**src/rtl/hex_dump_pkg.sv**
```systemverilog
// Shared types and ASCII constants for the register hex-dump engine and its
// character encoder.
package hex_dump_pkg;

    typedef enum logic [2:0] {
        S_IDLE  = 3'd0,
        S_REQ   = 3'd1,
        S_LATCH = 3'd2,
        S_EMIT  = 3'd3,
        S_NEXT  = 3'd4,
        S_DONE  = 3'd5
    } state_t;

    // Length of the "xNN: " line prefix when labels are enabled.
    localparam int LABEL_LEN = 5;

    localparam logic [7:0] ASCII_0     = 8'h30;
    localparam logic [7:0] ASCII_A     = 8'h41;
    localparam logic [7:0] ASCII_X     = 8'h78;
    localparam logic [7:0] ASCII_COLON = 8'h3A;
    localparam logic [7:0] ASCII_SPACE = 8'h20;

    function automatic logic [7:0] nibble_to_ascii(input logic [3:0] nib);
        return (nib < 4'd10) ? ASCII_0 + {4'h0, nib} : ASCII_A + {4'h0, nib - 4'd10};
    endfunction

endpackage

```
**src/rtl/hex_dump_engine_encoder.sv**
```systemverilog
// Combinational character mux: selects the label character or the hex digit
// for one line position of a register dump.
module hex_char_encoder
    import hex_dump_pkg::*;
#(
    parameter int DATA_WIDTH = 32,
    parameter int IDX_W      = 5,
    parameter int POS_W      = 4,
    parameter int LABEL_EN   = 1
) (
    input  logic [POS_W-1:0]      i_pos,
    input  logic [IDX_W-1:0]      i_idx,
    input  logic [DATA_WIDTH-1:0] i_value,
    output logic [7:0]            o_ascii
);

    localparam int D = (DATA_WIDTH + 3) / 4;
    localparam int L = (LABEL_EN != 0) ? LABEL_LEN : 0;

    typedef logic [4*D-1:0] pad_t;

    pad_t       w_pad;
    logic [3:0] w_nib;
    int         w_num;

    always_comb begin
        w_pad   = pad_t'(i_value);
        w_num   = int'(i_idx) % 100;
        // Hex digits follow the label; digit 0 is the most significant nibble.
        w_nib   = 4'(w_pad >> (4 * (D - 1 - (int'(i_pos) - L))));
        o_ascii = nibble_to_ascii(w_nib);
        if (int'(i_pos) < L) begin
            case (int'(i_pos))
                0:       o_ascii = ASCII_X;
                1:       o_ascii = ASCII_0 + 8'(w_num / 10);
                2:       o_ascii = ASCII_0 + 8'(w_num % 10);
                3:       o_ascii = ASCII_COLON;
                default: o_ascii = ASCII_SPACE;
            endcase
        end
    end

endmodule

```
**src/rtl/hex_dump_engine.sv**
```systemverilog
// Dumps a run of registers as hex ASCII lines into the character buffer,
// one character per accepted write beat, with row wrap and start/busy/done.
module hex_dump_engine
    import hex_dump_pkg::*;
#(
    parameter int          DATA_WIDTH = 32,
    parameter int          NUM_REGS   = 32,
    parameter int          REG_AW     = 5,
    parameter int          COLS       = 80,
    parameter int          ROWS       = 60,
    parameter int          ADDR_W     = 13,
    parameter int          LABEL_EN   = 1,
    parameter logic [23:0] ATTR       = 24'hFFFFFF
) (
    input  logic                      clk,
    input  logic                      rst,
    input  logic                      start,
    input  logic [REG_AW-1:0]         first_reg,
    input  logic [REG_AW:0]           reg_count,
    input  logic [$clog2(ROWS)-1:0]   base_row,
    output logic [REG_AW-1:0]         rd_addr,
    input  logic [DATA_WIDTH-1:0]     rd_data,
    output logic                      char_we,
    output logic [ADDR_W-1:0]         char_addr,
    output logic [31:0]               char_data,
    input  logic                      char_ready,
    output logic                      busy,
    output logic                      done
);

    localparam int D     = (DATA_WIDTH + 3) / 4;
    localparam int L     = (LABEL_EN != 0) ? LABEL_LEN : 0;
    localparam int LINE  = L + D;
    localparam int POS_W = $clog2(LINE + 1);
    localparam int ROW_W = $clog2(ROWS);
    localparam logic [POS_W-1:0] LAST_POS = POS_W'(LINE - 1);

    if (LINE > COLS) begin : g_bad_line
        $fatal(1, "hex_dump_engine: label plus digits do not fit in one row");
    end
    if (NUM_REGS > 100) begin : g_bad_regs
        $fatal(1, "hex_dump_engine: two-digit labels limit NUM_REGS to 100");
    end
    if (REG_AW < $clog2(NUM_REGS)) begin : g_bad_aw
        $fatal(1, "hex_dump_engine: REG_AW too narrow for NUM_REGS");
    end
    if (COLS * ROWS > (2 ** ADDR_W)) begin : g_bad_addr
        $fatal(1, "hex_dump_engine: screen does not fit in ADDR_W");
    end

    state_t                r_state;
    logic [REG_AW-1:0]     r_first;
    logic [REG_AW:0]       r_count;
    logic [REG_AW:0]       r_idx;
    logic [ROW_W-1:0]      r_row;
    logic [POS_W-1:0]      r_col;
    logic [DATA_WIDTH-1:0] r_value;

    logic [POS_W-1:0]      w_pos;
    logic [DATA_WIDTH-1:0] w_value;
    logic [7:0]            w_ascii;
    logic [ADDR_W-1:0]     w_char_addr;
    logic [REG_AW:0]       w_idx_next;

    // In LATCH the value register is not loaded yet, so the first character
    // is encoded straight from rd_data.
    always_comb begin
        w_pos       = (r_state == S_LATCH) ? '0 : r_col + 1'b1;
        w_value     = (r_state == S_LATCH) ? rd_data : r_value;
        w_char_addr = ADDR_W'(r_row) * ADDR_W'(COLS) + ADDR_W'(w_pos);
        w_idx_next  = r_idx + 1'b1;
    end

    hex_char_encoder #(
        .DATA_WIDTH (DATA_WIDTH),
        .IDX_W      (REG_AW),
        .POS_W      (POS_W),
        .LABEL_EN   (LABEL_EN)
    ) u_encoder (
        .i_pos   (w_pos),
        .i_idx   (rd_addr),
        .i_value (w_value),
        .o_ascii (w_ascii)
    );

    // NOTE: state is only ever updated with non-blocking assignments so every
    // register samples pre-edge values, regardless of statement order.
    always_ff @(posedge clk or negedge rst) begin
        if (!rst) begin
            r_state   <= S_IDLE;
            r_first   <= '0;
            r_count   <= '0;
            r_idx     <= '0;
            r_row     <= '0;
            r_col     <= '0;
            r_value   <= '0;
            rd_addr   <= '0;
            char_we   <= 1'b0;
            char_addr <= '0;
            char_data <= '0;
            busy      <= 1'b0;
            done      <= 1'b0;
        end else begin
            case (r_state)
                S_IDLE: begin
                    done <= 1'b0;
                    if (start) begin
                        r_first <= first_reg;
                        r_count <= reg_count;
                        r_row   <= base_row;
                        r_idx   <= '0;
                        rd_addr <= first_reg;
                        busy    <= 1'b1;
                        r_state <= (reg_count == '0) ? S_DONE : S_REQ;
                    end
                end
                S_REQ: r_state <= S_LATCH;
                S_LATCH: begin
                    r_value   <= rd_data;
                    r_col     <= '0;
                    char_we   <= 1'b1;
                    char_addr <= w_char_addr;
                    char_data <= {w_ascii, ATTR};
                    r_state   <= S_EMIT;
                end
                S_EMIT: begin
                    if (char_ready) begin
                        if (r_col == LAST_POS) begin
                            char_we <= 1'b0;
                            r_state <= S_NEXT;
                        end else begin
                            r_col     <= w_pos;
                            char_addr <= w_char_addr;
                            char_data <= {w_ascii, ATTR};
                        end
                    end
                end
                S_NEXT: begin
                    r_idx <= w_idx_next;
                    r_row <= (r_row == ROW_W'(ROWS - 1)) ? '0 : r_row + 1'b1;
                    if (w_idx_next == r_count) begin
                        done    <= 1'b1;
                        r_state <= S_DONE;
                    end else begin
                        rd_addr <= r_first + w_idx_next[REG_AW-1:0];
                        r_state <= S_REQ;
                    end
                end
                S_DONE: begin
                    // A dump raises done on entry; the zero-count path arrives
                    // with done low and raises it here instead.
                    done    <= ~done;
                    busy    <= 1'b0;
                    r_state <= S_IDLE;
                end
                default: r_state <= S_IDLE;
            endcase
        end
    end

endmodule

```
**config.mk**
```make
export PLATFORM = sky130hd
export DESIGN_NAME = hex_dump_engine
export DESIGN_NICKNAME = d
export VERILOG_FILES = /design/src/rtl/hex_dump_pkg.sv /design/src/rtl/hex_dump_engine_encoder.sv /design/src/rtl/hex_dump_engine.sv
export SDC_FILE = /design/constraint.sdc
export NUM_CORES = 1
export LEC_CHECK = 0
export CORE_MARGIN = 4
export CORE_UTILIZATION = 53
export DETAILED_ROUTE_END_ITERATION = 8
export HOLD_SLACK_MARGIN = 0.15
export PLACE_DENSITY_LB_ADDON = 0.25
export SYNTH_ARGS = -nofsm -noshare
export SYNTH_HDL_FRONTEND = slang
export SYNTH_HIERARCHICAL = 1
export SYNTH_SLANG_ARGS = --single-unit
```
**constraint.sdc**
```tcl
create_clock -name clk -period 4.92 [get_ports clk]
set_input_delay 0.738 -clock clk [delete_from_list [all_inputs] [get_ports clk]]
set_output_delay 0.738 -clock clk [all_outputs]
set_load 0.05 [all_outputs]
```
### Yosys cells after proc, flatten, opt, wreduce, memory -nomap -nowiden

Index checks and enable logic that the tools add are counted.

* mux-type cells: 35
* multiply operators: 1
* reduce and logical (&&, ||, !) cells: 15
* magnitude comparators: 2
* add/sub/neg operators: 12
* div/mod/pow operators: 3
* bitwise logic cells: 1
* shift operators: 1
* equal/unequal tests: 17

Operators with widths (number)
* $mux W32: 3
* $pmux W32 S2: 1
* $div A32 B5 Y32 const B: 1
* $mod A32 B5 Y32 const B: 1
* $mod A6 B8 Y32 const B: 1
* $pmux W8 S4: 1
* $shr A32 B32 Y4: 1
* $sub A4 B30 Y30 const A: 1
* $mux W13: 2
* $pmux W13 S2: 1
* $pmux W6 S2: 2
* $mux W6: 3
* $add A6 B8 Y8 const A: 2
* $mux W8: 2
* $mux W3: 5
* $pmux W3 S5: 1
* $add A13 B4 Y13: 1
* $add A6 B1 Y6 const B: 2
* $mux W4: 3
* $ne A2 B2 Y1 const B: 6
* $reduce_and A3 Y1: 4
* $mux W5: 2
* $pmux W5 S2: 1
* $mul A6 B3 Y9 const B: 1
* other kinds (27): 39

* memories: 0
* bits in writable memories: 0
* word-level logic and storage cells: 100
* output and inout port bits: 53
* input port bits: 53
* bits in registers: 115
* bits in latches: 0
* memory bits (read-only): 0

### Logic depth before layout (Yosys ltp)

* depth after elaboration: 12
* gate-level depth with buffers: 22

### Modules after synthesis

The synthesis kept the hierarchy.

By module, submodules not included
* hex_dump_engine: instances 1, area each 4485.6 um^2, cells each 436
* hex_char_encoder: instances 1, area each 1029.7 um^2, cells each 136

### Worst setup path before layout

Ideal clock, no wire load.

* path kind: register to register
* start point: register r_state[1]
* end point: register char_data[28]
* setup time: 66 ps
* required time: 4854 ps
* buffers on the path: 5
* path slack: 1067 ps
* cell stages (with the launch flop): 21
* data arrival time: 3787 ps
* path through: dfrtp_1 -> nand2b_1 -> clkbuf_1 -> nor2_2 -> buf_2 -> nor2_1 -> buf_2 -> inv_1 -> ha_1 -> buf_6 -> buf_6 -> mux2_1 -> o22ai_1 -> a311oi_1 -> inv_1 -> ha_1 -> nand3b_1 -> and3_1 -> o22ai_1 -> nand2_1 -> nand2_1

* word-level cells in the longest chain between the ends: 12
* elaborated cells on any way between the ends: 26

Ends and longest elaborated chain
* start, declared: RTL line hex_dump_engine.sv:51 `state_t r_state;`
* start signal, assigned: RTL line hex_dump_engine.sv:114 `r_state <= (reg_count == '0) ? S_DONE : S_REQ;`
* $eq A3 B2 Y1 *: RTL line hex_dump_engine.sv:68, hex_dump_engine.sv:69
* $mux W4: RTL line hex_dump_engine.sv:68 `w_pos = (r_state == S_LATCH) ? '0 : r_col + 1'b1;`
* $sub A4 B3 Y5: RTL line hex_dump_engine_encoder.sv:30 `w_nib = 4'(w_pad >> (4 * (D - 1 - (int'(i_pos) - L))));`
* $sub A4 B30 Y30: RTL line hex_dump_engine_encoder.sv:30
* $shr A32 B32 Y4: RTL line hex_dump_engine_encoder.sv:30
* $sub A4 B4 Y4: RTL line hex_dump_pkg.sv:24 `return (nib < 4'd10) ? ASCII_0 + {4'h0, nib} : ASCII_A + {4'h0, nib - 4'd10};`
* $add A7 B4 Y8: RTL line hex_dump_pkg.sv:24
* $mux W8: RTL line hex_dump_pkg.sv:24
* $mux W8 *: RTL line hex_dump_engine_encoder.sv:32 `if (int'(i_pos) < L) begin`
* named net w_ascii[4]: RTL line hex_dump_engine.sv:61 `logic [7:0] w_ascii;`
* $mux W32: RTL line hex_dump_engine.sv:128 `if (r_col == LAST_POS) begin`
* $mux W32: RTL line hex_dump_engine.sv:127 `if (char_ready) begin`
* $pmux W32 S2 *: RTL line hex_dump_engine.sv:104 `case (r_state)`
* end signal, assigned: RTL line hex_dump_engine.sv:123 `char_data <= {w_ascii, ATTR};`
* end signal, assigned: RTL line hex_dump_engine.sv:134 `char_data <= {w_ascii, ATTR};`
* end, declared: RTL line hex_dump_engine.sv:25 `output logic [31:0] char_data,`

The timed path passes the listed nets; every way through them passes the cells marked *. The select of a mux whose other input is x is not followed.
A chain may end at the register's enable or synchronous reset.

### Worst setup path in the final report

* start point: register r_state[2]
* end point: register char_data[28]

The elaborated chain is that of the path after synthesis.

==> results_tabular.tex <==
\begin{tabular}{lr}
\hline
Metric & Value \\
\hline
\multicolumn{2}{l}{\textbf{Yosys}} \\
Post-Synth Adder-Cell Area & approximately 6.4\% \\
Synth Cell Area & 0.005515 sq mm \\
Cell count after synthesis & between 500 and 600 \\
Net count after synthesis & 652 \\
Share of the synthesized netlist area taken by xor and xnor gates & 4.333\% \\
Area share of the leading cell type in the synthesized netlist & 41.74\% \\
Largest area contributor in the netlist & sky130\_fd\_sc\_hd\_\_dfrtp\_1 \\
Synthesized area divided by synthesized cell count & between 9 and 10 sq um \\
Fraction of the mapped netlist area in simple logic gates & 18.28\% \\
Main synth FF type & sky130\_fd\_sc\_hd\_\_dfrtp\_1 \\
Fraction of registers with async set/reset & between 90\% and 100\% \\
Main combinational cell family by area after synthesis & simple AND/OR/NAND/NOR gates \\
Number of synthesized flops with an enable pin & 0 \\
Synth Warn \# & 6 \\
Post-synthesis register bit count & 92 \\
Distinct cell type count after synthesis & 64 \\
Synthesized-area fraction occupied by ao, oa, aoi and oai cells & around an eighth \\
Mux share of post-synthesis cell area & $\sim$10\% \\
Register area share after synthesis & around two fifths \\
Synth top area cells & sky130\_fd\_sc\_hd\_\_dfrtp\_1, sky130\_fd\_sc\_hd\_\_nand2\_1, sky130\_fd\_sc\_hd\_\_mux2\_2 \\
\multicolumn{2}{l}{\textbf{Cells and area}} \\
Antenna diode count & 0 \\
Post-route cell area & 0.006644 sq mm \\
P\&R area growth vs syn & 20.46\% \\
Fraction of layout instances using a drive strength above 1 & 11.27\% \\
Nets & about 720 \\
Fillers & approximately 800 \\
Post-route core utilization & about 67\% \\
\multicolumn{2}{l}{\textbf{Detailed routing}} \\
Total wire length & 12.13 mm \\
DRT iter0 DRCs & 234 \\
Antenna Violating Nets Remaining & 0 \\
Number of design rule violations left after detail routing & 0 \\
Mean routed wirelength per cell & 15.53 um \\
Number of vias after detailed routing & 4319 \\
Via count normalized by instance count & between 5 and 6 \\
Initial DRT Pass Iterations & 4 \\
\multicolumn{2}{l}{\textbf{Placed design}} \\
DP Worst Slack & 0.9334 ns \\
Global placement routability congestion & between 0.9 and 1 \\
Number of input and output port buffers inserted & 105 \\
Final HPWL DP & approximately 9.1 mm \\
Area after detailed placement & 0.006460 sq mm \\
\multicolumn{2}{l}{\textbf{Timing}} \\
Maximum clock frequency & 0.2493 GHz \\
Count of endpoints failing hold in the final timing report & 0 \\
Number of max-slew violations in the final report & 0 \\
Clock skew after layout & around 0.012 ns \\
Final period utilization & 81.52\% \\
Transition time at the pin with the least slew margin & 0.8333 ns \\
Final setup viols & 0 \\
RSZ-0062 raised after global routing & no \\
Max transition margin & 44.45\% \\
Total negative slack & 0 ns \\
Crit path setup slack, layout & 0.9091 ns \\
Final period demand of the worst path & 4.011 ns \\
\multicolumn{2}{l}{\textbf{Setup path}} \\
Kind of end point of the critical path & register \\
Largest fanout of any net on the critical path & 16 \\
Setup crit start & r\_state[2]\$\_DFFE\_PN0P\_ \\
Maximum single-stage delay on the critical path & 0.75 ns \\
Depth of the worst register-to-register path & 17 \\
Data required time at the worst endpoint & 5.21 ns \\
Reg2Reg Launch Point & r\_state[2]\$\_DFFE\_PN0P\_ \\
Critical path data arrival time & 4.30 ns \\
Critical-path top delay cell & sky130\_fd\_sc\_hd\_\_ha\_1 \\
Critical path start-end classification & reg -> reg \\
Worst setup path end & char\_data[28]\$\_DFFE\_PN0P\_ \\
Reg-to-Reg End & char\_data[28]\$\_DFFE\_PN0P\_ \\
Startpoint Class & register \\
FF-to-FF setup slack & between 0.9 and 1 ns \\
Cell breakdown of the critical path & nand2b\_1 > nor2\_2 > nor2\_1 > buf\_4 > inv\_1 > ha\_1 > buf\_4 > or2b\_1 > o21ai\_0 > nand3\_1 > nand4\_1 > ha\_1 > nand3b\_1 > and3\_1 > o22ai\_1 > nand2\_1 > nand2\_1 \\
\multicolumn{2}{l}{\textbf{GRT}} \\
First-pass GRT wire length & 19.81 mm \\
GRT Overall Usage & between 20 and 25\% \\
Antenna violations before repair & 0 \\
Maximum number of pins on one net before global-route repair & 50 \\
Overall overflow remaining after global route & 0 \\
Via count of the first global-routing pass & about 4100 \\
\multicolumn{2}{l}{\textbf{Clock tree}} \\
Post-CTS repair timing setup buffer count & 0 \\
Quantity of hold-fixing buffers added after cts & 0 \\
CTS root buf & sky130\_fd\_sc\_hd\_\_clkbuf\_8 \\
Clock network latency to the later pin of the worst-skew pair & 0.35 ns \\
Clock tree from TritonCTS & built \\
Cts bufs inserted & 9 \\
Number of gates given a new drive strength after cts & 0 \\
Total clock sinks & 92 \\
Max H-tree Level & 3 \\
Post-CTS clock slew at the launch and capture registers of the worst setup and hold paths & 0.09 ns \\
CTS Buffer Depth & 2 \\
\multicolumn{2}{l}{\textbf{Power}} \\
Peak supply drop & 0.3704 mV \\
Reported leakage power & 2.957 nW \\
Power density cells & 660.5 mW/mm\^{}2 \\
PnR Total Power & 4.388 mW \\
\multicolumn{2}{l}{\textbf{Floorplanning}} \\
Core ar. & 0.009955 sq mm \\
Die outline width & 110.0 um \\
Boundary Pins & 106 \\
Initial Utilization & 55.40\% \\
Die outline area & 0.01210 sq mm \\
Die H & 110.0 um \\
FP Rows & 36 \\
\multicolumn{2}{l}{\textbf{Run status}} \\
Outcome & completed \\
\multicolumn{2}{l}{\textbf{Job}} \\
Number of maximum-capacitance constraint violations & 0 \\
\multicolumn{2}{l}{\textbf{Hold path}} \\
Hold Crit Class & in -> async \\
\hline
\end{tabular}
-- final cells by class --
class / instances / area [sq um] / area share, %
clock buffer: 13 / 148.9 / 2.241
clock inverter: 2 / 35.03 / 0.5273
timing repair buffer: 111 / 1094 / 16.46
sequential: 92 / 2302 / 34.65
inverter: 16 / 60.06 / 0.9040
tap: 133 / 166.4 / 2.505
multi-input combinational: 414 / 2838 / 42.71
-- power by group --
part	total, mW	internal, mW	switching (mW)
registers	1.16	1.01	0.146
logic	2.73	1.15	1.58
clock network	0.501	0.247	0.254
-- worst min path at each step --
stage,startpoint,end,slack [ns],cells past startpoint
after floorplan,rst,busy$_DFFE_PN0P_,0.44,0
after global placement,char_addr[6]$_DFFE_PN0P_,char_addr[6]$_DFFE_PN0P_,0.46,2
after detailed placement,char_addr[6]$_DFFE_PN0P_,char_addr[6]$_DFFE_PN0P_,0.46,2
after CTS,rst,r_value[6]$_DFF_PN0_,0.40,1
after global routing,rst,r_value[5]$_DFF_PN0_,0.44,1
final,rst,r_value[5]$_DFF_PN0_,0.39,1
-- worst max-delay path, delay by kind of cell, from the launching register on --
kind,cells,cell delay [ns]
flops,1,0.53
fa+ha+maj,2,1.02
buf+inv,3,0.68
simple gates,10,1.46
compound gates,2,0.26
-- through the flow --
| stage | hold WS [ns] | instances |
|---|---|---|
| 6_report | 0.3866 | 781 |
| 5_1_grt | 0.4364 | 781 |
| 4_1_cts | 0.4030 | 781 |
| 3_5_place_dp | 0.4645 | 766 |
| 3_3_place_gp | 0.4617 | 766 |
| 2_1_floorplan | 0.4424 | 572 |
-- registers in the layout (all words and copies together), names as in the netlist --
| register | flops |
|---|---|
| r_idx | 6 |
| r_col | 4 |
| busy | 1 |
| rd_addr | 5 |
| r_first | 5 |
| char_addr | 13 |
| r_value | 32 |
| done | 1 |
| char_data | 9 |
| r_count | 6 |
| char_we | 1 |
| r_state | 3 |
| r_row | 6 |
-- layer usage --
layer	share of wire (%)	global-route usage (%)
met1	47	29.96
met2	46	32.80
met3	5.8	2.330
met4	1.2	5.966
met5	0	0
-- placed cells by master (no fill, tap or decap), types with 5 or more instances in the layout --
cell,n
sky130_fd_sc_hd__nand3_1,19
sky130_fd_sc_hd__xnor2_1,11
sky130_fd_sc_hd__ha_1,25
sky130_fd_sc_hd__xor2_1,10
sky130_fd_sc_hd__clkbuf_8,10
sky130_fd_sc_hd__a211oi_1,5
sky130_fd_sc_hd__o21ai_0,30
sky130_fd_sc_hd__a21o_1,5
sky130_fd_sc_hd__dfrtp_1,92
sky130_fd_sc_hd__buf_4,7
sky130_fd_sc_hd__o32ai_1,6
sky130_fd_sc_hd__a31oi_1,6
sky130_fd_sc_hd__and3_1,6
sky130_fd_sc_hd__nand2_1,114
sky130_fd_sc_hd__nor3_1,9
sky130_fd_sc_hd__inv_1,16
sky130_fd_sc_hd__nand4_1,5
sky130_fd_sc_hd__clkdlybuf4s50_1,104
sky130_fd_sc_hd__nand2b_1,5
sky130_fd_sc_hd__a21oi_1,15
sky130_fd_sc_hd__mux2i_1,10
sky130_fd_sc_hd__mux2_2,37
sky130_fd_sc_hd__nor2_1,24
sky130_fd_sc_hd__nor2b_1,10
-- synthesized netlist by cell type, types with 3 or more instances --
cell                         n
sky130_fd_sc_hd__a211oi_1    5
sky130_fd_sc_hd__a21o_1      5
sky130_fd_sc_hd__a21oi_1    15
sky130_fd_sc_hd__a31oi_1     6
sky130_fd_sc_hd__and3_1      6
sky130_fd_sc_hd__buf_2       6
sky130_fd_sc_hd__buf_4      24
sky130_fd_sc_hd__buf_6       4
sky130_fd_sc_hd__clkbuf_1   16
sky130_fd_sc_hd__dfrtp_1    92
sky130_fd_sc_hd__ha_1       25
sky130_fd_sc_hd__inv_1      16
sky130_fd_sc_hd__mux2_2     37
sky130_fd_sc_hd__mux2i_1    10
sky130_fd_sc_hd__nand2_1   114
sky130_fd_sc_hd__nand2b_1    5
sky130_fd_sc_hd__nand3_1    19
sky130_fd_sc_hd__nand4_1     5
sky130_fd_sc_hd__nor2_1     24
sky130_fd_sc_hd__nor2_2      3
sky130_fd_sc_hd__nor2b_1    10
sky130_fd_sc_hd__nor3_1      9
sky130_fd_sc_hd__o211ai_1    3
sky130_fd_sc_hd__o21ai_0    30
sky130_fd_sc_hd__o21ai_1     3
sky130_fd_sc_hd__o22ai_1     4
sky130_fd_sc_hd__o32ai_1     6
sky130_fd_sc_hd__or2b_1      4
sky130_fd_sc_hd__xnor2_1    11
sky130_fd_sc_hd__xor2_1     10
-- cells by family after synthesis --
| family | Yosys count |
|---|---|
| AOI/OAI and AO/OA | 99 |
| muxes | 50 |
| buffers and inverters | 66 |
| xor gates and xnor gates | 24 |
| DFF | 92 |
| and+or+nand+nor | 213 |
| other | 1 |
| adders and majority gates | 27 |
(Power assumes the default switching activity.)
